===== src/rtl/fb_stream_writer_pkg.sv =====
// ---------------------------------------------------------------------------
// fb_pkg : shared definitions for the framebuffer stream writer.
//   Framebuffer geometry (320x240, 8 bpp), address/data widths, the last
//   linear address and the writer state encoding.
// ---------------------------------------------------------------------------
package fb_pkg;

    localparam int H_RES     = 320;
    localparam int V_RES     = 240;
    localparam int FB_PIXELS = H_RES * V_RES;
    localparam int ADDR_W    = 19;
    localparam int DATA_W    = 8;

    localparam logic [ADDR_W-1:0] FB_LAST = ADDR_W'(FB_PIXELS - 1);

    typedef enum logic [1:0] {
        ST_CLEAR    = 2'd0,
        ST_WAIT_SOF = 2'd1,
        ST_RUN      = 2'd2
    } fb_wr_state_t;

endpackage


===== src/rtl/fb_stream_writer_addr_counter.sv =====
// ---------------------------------------------------------------------------
// fb_addr_counter : wrapping linear framebuffer pointer 0..FB_LAST.
//   Used as the pixel write pointer and as the clear-sweep address.
// Ports:
//   clock_i  - clock
//   reset_i  - asynchronous active-high reset (pointer -> 0)
//   load0_i  - force pointer to 0 (highest priority)
//   load1_i  - force pointer to 1
//   inc_i    - advance pointer, wrapping FB_LAST -> 0
//   count_o  - current pointer value
//   last_o   - pointer currently equals FB_LAST
// ---------------------------------------------------------------------------
module fb_addr_counter
    import fb_pkg::*;
(
    input  logic              clock_i,
    input  logic              reset_i,
    input  logic              load0_i,
    input  logic              load1_i,
    input  logic              inc_i,
    output logic [ADDR_W-1:0] count_o,
    output logic              last_o
);

    logic [ADDR_W-1:0] count_q;
    logic [ADDR_W-1:0] count_d;

    assign last_o  = (count_q == FB_LAST);
    assign count_o = count_q;

    always_comb begin
        count_d = count_q;
        if (load0_i) begin
            count_d = '0;
        end else if (load1_i) begin
            count_d = ADDR_W'(1);
        end else if (inc_i) begin
            count_d = last_o ? '0 : count_q + ADDR_W'(1);
        end
    end

    always_ff @(posedge clock_i or posedge reset_i) begin
        if (reset_i) begin
            count_q <= '0;
        end else begin
            count_q <= count_d;
        end
    end

endmodule


===== src/rtl/fb_stream_writer.sv =====
// ---------------------------------------------------------------------------
// fb_stream_writer : write-side client of the 320x240x8 framebuffer RAM.
//   Takes a valid/ready pixel stream, assigns sequential addresses (frame
//   aligned by s_sof) and writes through a one-entry hold register only in
//   cycles where the display reader does not own the RAM port.
//
// Optional feature macro: FB_WRITER_CLEAR_EN
//   defined   - after reset and on clear_req the whole buffer is swept with
//               FILL_COLOR; clearing is high during the sweep.
//   undefined - no clear state, clear_req ignored, clearing tied low.
//
// Ports:
//   clock, reset          - clock, asynchronous active-high reset
//   s_valid/s_ready       - pixel stream handshake
//   s_data, s_sof         - pixel value, start-of-frame marker
//   port_busy             - reader owns the RAM port this cycle
//   clear_req             - one-cycle request to restart the clear sweep
//   ram_address/data_in   - write address / data (from the hold register)
//   ram_wren              - write strobe
//   frame_done            - pulse after the write of the last address
//   sof_err               - pulse after an s_sof beat with pointer != 0
//   clearing              - clear sweep in progress
// ---------------------------------------------------------------------------
module fb_stream_writer
    import fb_pkg::*;
#(
    parameter logic [DATA_W-1:0] FILL_COLOR = '0
) (
    input  logic              clock,
    input  logic              reset,
    input  logic              s_valid,
    output logic              s_ready,
    input  logic [DATA_W-1:0] s_data,
    input  logic              s_sof,
    input  logic              port_busy,
    input  logic              clear_req,
    output logic [ADDR_W-1:0] ram_address,
    output logic [DATA_W-1:0] ram_data_in,
    output logic              ram_wren,
    output logic              frame_done,
    output logic              sof_err,
    output logic              clearing
);

`ifdef FB_WRITER_CLEAR_EN
    localparam fb_wr_state_t RESET_ST = ST_CLEAR;
`else
    localparam fb_wr_state_t RESET_ST = ST_WAIT_SOF;
`endif

    fb_wr_state_t      state_q, state_d;
    logic              hold_full_q, hold_full_d;
    logic [ADDR_W-1:0] hold_addr_q, hold_addr_d;
    logic [DATA_W-1:0] hold_data_q, hold_data_d;
    logic              frame_done_q, frame_done_d;
    logic              sof_err_q, sof_err_d;

    logic              clr_go;
    logic              accept;
    logic              load_pix;
    logic              ptr_load0, ptr_load1, ptr_inc;
    logic [ADDR_W-1:0] ptr;
    logic              ptr_last;

`ifdef FB_WRITER_CLEAR_EN
    assign clr_go   = clear_req;
    assign clearing = (state_q == ST_CLEAR);
`else
    assign clr_go   = 1'b0;
    assign clearing = 1'b0;
    logic unused_cfg;
    assign unused_cfg = ^{clear_req, FILL_COLOR, ptr_last};
`endif

    fb_addr_counter u_ptr (
        .clock_i (clock),
        .reset_i (reset),
        .load0_i (ptr_load0),
        .load1_i (ptr_load1),
        .inc_i   (ptr_inc),
        .count_o (ptr),
        .last_o  (ptr_last)
    );

    // A pending clear request discards the held beat, so it also blocks the
    // write and the handshake in that cycle.
    assign ram_wren    = hold_full_q & ~port_busy & ~clr_go;
    assign s_ready     = (state_q != ST_CLEAR) & (~hold_full_q | ~port_busy) & ~clr_go;
    assign accept      = s_valid & s_ready;
    // In WAIT_SOF only the s_sof beat is stored; others are dropped.
    assign load_pix    = accept & ((state_q == ST_RUN) | s_sof);

    assign ram_address = hold_addr_q;
    assign ram_data_in = hold_data_q;
    assign frame_done  = frame_done_q;
    assign sof_err     = sof_err_q;

    always_comb begin
        state_d      = state_q;
        hold_full_d  = hold_full_q;
        hold_addr_d  = hold_addr_q;
        hold_data_d  = hold_data_q;
        ptr_load0    = 1'b0;
        ptr_load1    = 1'b0;
        ptr_inc      = 1'b0;
        sof_err_d    = 1'b0;
        frame_done_d = ram_wren & (hold_addr_q == FB_LAST) & (state_q != ST_CLEAR);

        if (ram_wren) begin
            hold_full_d = 1'b0;
        end

        // Pixel path; load_pix is never set in CLEAR or on a clear request.
        if (load_pix) begin
            hold_full_d = 1'b1;
            hold_data_d = s_data;
            if (s_sof) begin
                hold_addr_d = '0;
                ptr_load1   = 1'b1;
                state_d     = ST_RUN;
                sof_err_d   = (state_q == ST_RUN) & (ptr != '0);
            end else begin
                hold_addr_d = ptr;
                ptr_inc     = 1'b1;
            end
        end

`ifdef FB_WRITER_CLEAR_EN
        if (clr_go) begin
            // Restart: address 0 is preloaded so its write can go next cycle.
            state_d     = ST_CLEAR;
            hold_full_d = 1'b1;
            hold_addr_d = '0;
            hold_data_d = FILL_COLOR;
            ptr_load1   = 1'b1;
        end else if (state_q == ST_CLEAR) begin
            if (!hold_full_q || ram_wren) begin
                if (hold_full_q && (hold_addr_q == FB_LAST)) begin
                    // Final fill written: hold empties, back to frame sync.
                    state_d   = ST_WAIT_SOF;
                    ptr_load0 = 1'b1;
                end else begin
                    hold_full_d = 1'b1;
                    hold_addr_d = ptr;
                    hold_data_d = FILL_COLOR;
                    ptr_inc     = 1'b1;
                end
            end
        end
`endif
    end

    always_ff @(posedge clock or posedge reset) begin
        if (reset) begin
            state_q      <= RESET_ST;
            hold_full_q  <= 1'b0;
            hold_addr_q  <= '0;
            hold_data_q  <= '0;
            frame_done_q <= 1'b0;
            sof_err_q    <= 1'b0;
        end else begin
            state_q      <= state_d;
            hold_full_q  <= hold_full_d;
            hold_addr_q  <= hold_addr_d;
            hold_data_q  <= hold_data_d;
            frame_done_q <= frame_done_d;
            sof_err_q    <= sof_err_d;
        end
    end

endmodule

===== config.mk =====
export PLATFORM = sky130hd
export DESIGN_NAME = fb_stream_writer
export DESIGN_NICKNAME = d
export VERILOG_FILES = /design/src/rtl/fb_stream_writer_pkg.sv /design/src/rtl/fb_stream_writer_addr_counter.sv /design/src/rtl/fb_stream_writer.sv
export SDC_FILE = /design/constraint.sdc
export NUM_CORES = 1
export LEC_CHECK = 0
export CORE_UTILIZATION = 52
export CTS_CLUSTER_SIZE = 12
export DETAILED_ROUTE_END_ITERATION = 12
export PLACE_DENSITY = 0.85
export SLEW_MARGIN = 20
export SYNTH_ARGS = -nofsm -noshare
export SYNTH_HDL_FRONTEND = slang
export SYNTH_SLANG_ARGS = --single-unit

===== constraint.sdc =====
create_clock -name clock -period 2.3 [get_ports clock]
set_clock_uncertainty 0.1 [all_clocks]
set_input_delay 0.345 -clock clock [delete_from_list [all_inputs] [get_ports clock]]
set_output_delay 0.345 -clock clock [all_outputs]
set_load 0.01 [all_outputs]

==> flow_summary.ini, run 1 <==
[run_status]
status = complete, no violations

[sta]
timing.setup.tns_ps = 0
setup_viol = 0
drv_slew = 0
finalHoldViolCount = 0
rsz0062_at_grt = no
max_freq_ghz = 0.478
period_share_pct = 90.9
period_minus_slack_ps = 2090

[clock_tree]
cts_tree = built
clock_sinks = 51
ctsResizeCount = 0
cts_made_buffers = 5
cts_setup_buffers = 0
clock_latency_ps = 300
cts.htree.levels = 2
root_buffer = clkbuf_8
hold_buffers = 0
cts.clk_slew.worst_paths_ps = 90
cts_buffer_depth = 2

[setup_path]
critPathCaptureType = output pin
r2r_cells = 4
r2r-start = state_q[0]
cpPeakStageDelay_ps = 540
crit_type = in2out
crit_start = port_busy
cp.required_ps = 1860
startpoint_type = input pin
crit_end = ram_wren
crit_arrival_ps = 1650
cp_slowest_cell = clkdlybuf4s50_1
crit_chain = clkdlybuf4s50_1 -> and2b_1 -> clkdlybuf4s50_1
cp_common_cell = clkdlybuf4s50_1
crit_fanout = 3
reg2reg_to = u_ptr.count_o[18]
r2r_slack_ps = 370

[detailed_routing]
first_iter_violations = 171
routed_via_density = 5.87
first_pass_iters = 7
vias = 2077
ant_nets = 0
drc = 0
wl_per_cell_um = 15.4
wirelength_mm = 5.45

[layout]
nNetsFinal = 317
final_area_um2 = 3090
fillers = 346
drive_above_1_share_pct = 9.60
area_growth_pct = 25.5
num_antenna_cells = 0

[power_and_ir_drop]
powerDensity_nw_per_um2 = 493
p_leak_uw = 0.00137
irDropWorstVdd_mv = 0.299

[die]
core_um2 = 4440
num_rows = 24
die_width_um = 70.9
io_pins = 46
die_y_um = 70.9
start_util_pct = 55.5
dieArea_um2 = 5020

[synthesis]
synth-main-ff-cell = dfrtp_1
ys_seq_elements = 51
synth_fp_nets = 271
synth_cell_types = 41
syn_area_per_cell_um2 = 9.67
synth_cells = 255
synthArstFlopShare_pct = 100
synth_area_um2 = 2460
yosysWarnings = 0
synth_edf_count = 0
seq_area_frac_synth_pct = 51.8

[place]
gp_congestion = 0.899
hpwl_mm = 3.81
dpl_cell_area_um2 = 2990
io_buffers = 43

[global_routing]
busiest_layer = met2
use_met3_pct = 5.13
grt_pass1_wl_mm = 9.21
grt.met1_usage_pct = 33.1
gr-total-overflow = 0
track_usage_pct = 23.5
grt_util_met2_pct = 36.8
antenna_found_initial = 0
grt_pass1_vias = 1883
grt_max_degree = 52

[hold_path]
hold_class = in2async

[flow_run]
maxCapViolCount = 0
## through the flow
stage / hold slack (ps) / std cells / utilization [%] / setup slack, ps / power [uW]
2_1_floorplan: 350 / 255 / - / 612 / 945
3_3_place_gp: 356 / 346 / 67.3 / 144 / 981
3_5_place_dp: 362 / 346 / 67.3 / 92.0 / 982
4_1_cts: 302 / 354 / 69.6 / 209 / 1540
5_1_grt: 323 / 354 / 69.6 / 145 / 1580
6_report: 288 / 354 / 69.6 / 209 / 1530
## report_power, final
part	leakage, uW	switching, uW	internal [uW]	total [uW]
registers	0.000694	0	896	896
logic	0.000621	35.1	32.1	67.2
clock network	0.0000505	289	274	563
## how the worst min path moves through the flow
| stage | from | to | depth (start not counted) |
|---|---|---|---|
| after floorplan | s_data[0] | ram_data_in[0] | 2 |
| after global placement | ram_data_in[5] | ram_data_in[5] | 2 |
| after detailed placement | ram_data_in[6] | ram_data_in[6] | 2 |
| after CTS | reset | ram_address[9] | 3 |
| after global routing | reset | ram_address[5] | 3 |
| final | reset | ram_address[5] | 3 |
## synth_stat cells, types with 6 or more instances
library cell | instances | share of area [%]
buf_2 | 6 | 1.2
a21oi_1 | 6 | 1.2
clkbuf_1 | 6 | 0.91
nand2b_1 | 15 | 3.8
o31ai_1 | 7 | 2.1
or3_1 | 8 | 2.0
dfrtp_1 | 50 | 51
a22oi_1 | 12 | 3.7
nand2_1 | 51 | 7.8
nand3_1 | 6 | 1.2
o21ai_0 | 26 | 5.3
nand4_1 | 9 | 2.3
## cell type report
type	instances	area [um^2]	area share (%)
tap	52	65.1	2.10
inverter	5	18.8	0.607
sequential	51	1280	41.3
clock buffer	7	96.3	3.11
multi-input combinational	185	1100	35.5
timing repair buffer	53	531	17.2
clock inverter	1	7.51	0.243
## routing by layer
| metal | part of all wire [%] | vias up |
|---|---|---|
| met5 | 0 | - |
| met4 | 1.0 | 0 |
| met3 | 4.8 | 4 |
| met2 | 49 | 70 |
| met1 | 46 | 1003 |
| li1 | - | 1000 |
## registers in the layout, indices dropped and copies added (netlist names)
signal / cells
sof_err: 1
u_ptr.count_o: 19
ram_data_in: 8
hold_full_q: 1
ram_address: 19
frame_done: 1
state_q: 2
## cells by family (layout without fill, tap and decap cells)
| kind of cell | Yosys count | count (layout) | share of synthesized area [%] |
|---|---|---|---|
| buf+inv | 19 | 66 | 3.65 |
| compound gates | 55 | 55 | 14.1 |
| other cells | 1 | 1 | 0.152 |
| simple gates | 120 | 120 | 26.5 |
| xor+xnor | 6 | 6 | 2.13 |
| fa+ha+maj | 2 | 2 | 1.02 |
| mux | 1 | 1 | 0.609 |
| flops | 51 | 51 | 51.8 |
## cell usage in the layout (no fill, tap or decap), drive strengths merged, types with 8 or more instances in the layout
master / netlist / layout
dfrtp: 50 / 50
or3: 8 / 8
buf: 8 / 10
nand2: 52 / 52
a22oi: 12 / 12
nand4: 9 / 9
o21ai: 26 / 26
nand2b: 15 / 15
clkdlybuf4s50: 0 / 43
## critical path: cells and delay by family
kind | cells | cell delay, ps
buf+inv | 2 | 1030
simple gates | 1 | 260
Power figures use the tool's default switching activity.
==> run 2, diff against run 1 <==
--- a/config.mk
+++ b/config.mk
@@ -6,6 +6,7 @@
 export NUM_CORES = 1
 export LEC_CHECK = 0
 export CORE_UTILIZATION = 52
+export CTS_CLUSTER_DIAMETER = 150
 export CTS_CLUSTER_SIZE = 12
 export DETAILED_ROUTE_END_ITERATION = 12
 export PLACE_DENSITY = 0.85
==> results of run 2 <==
The final DEF is identical to that of run 1; final timing and power are the same.
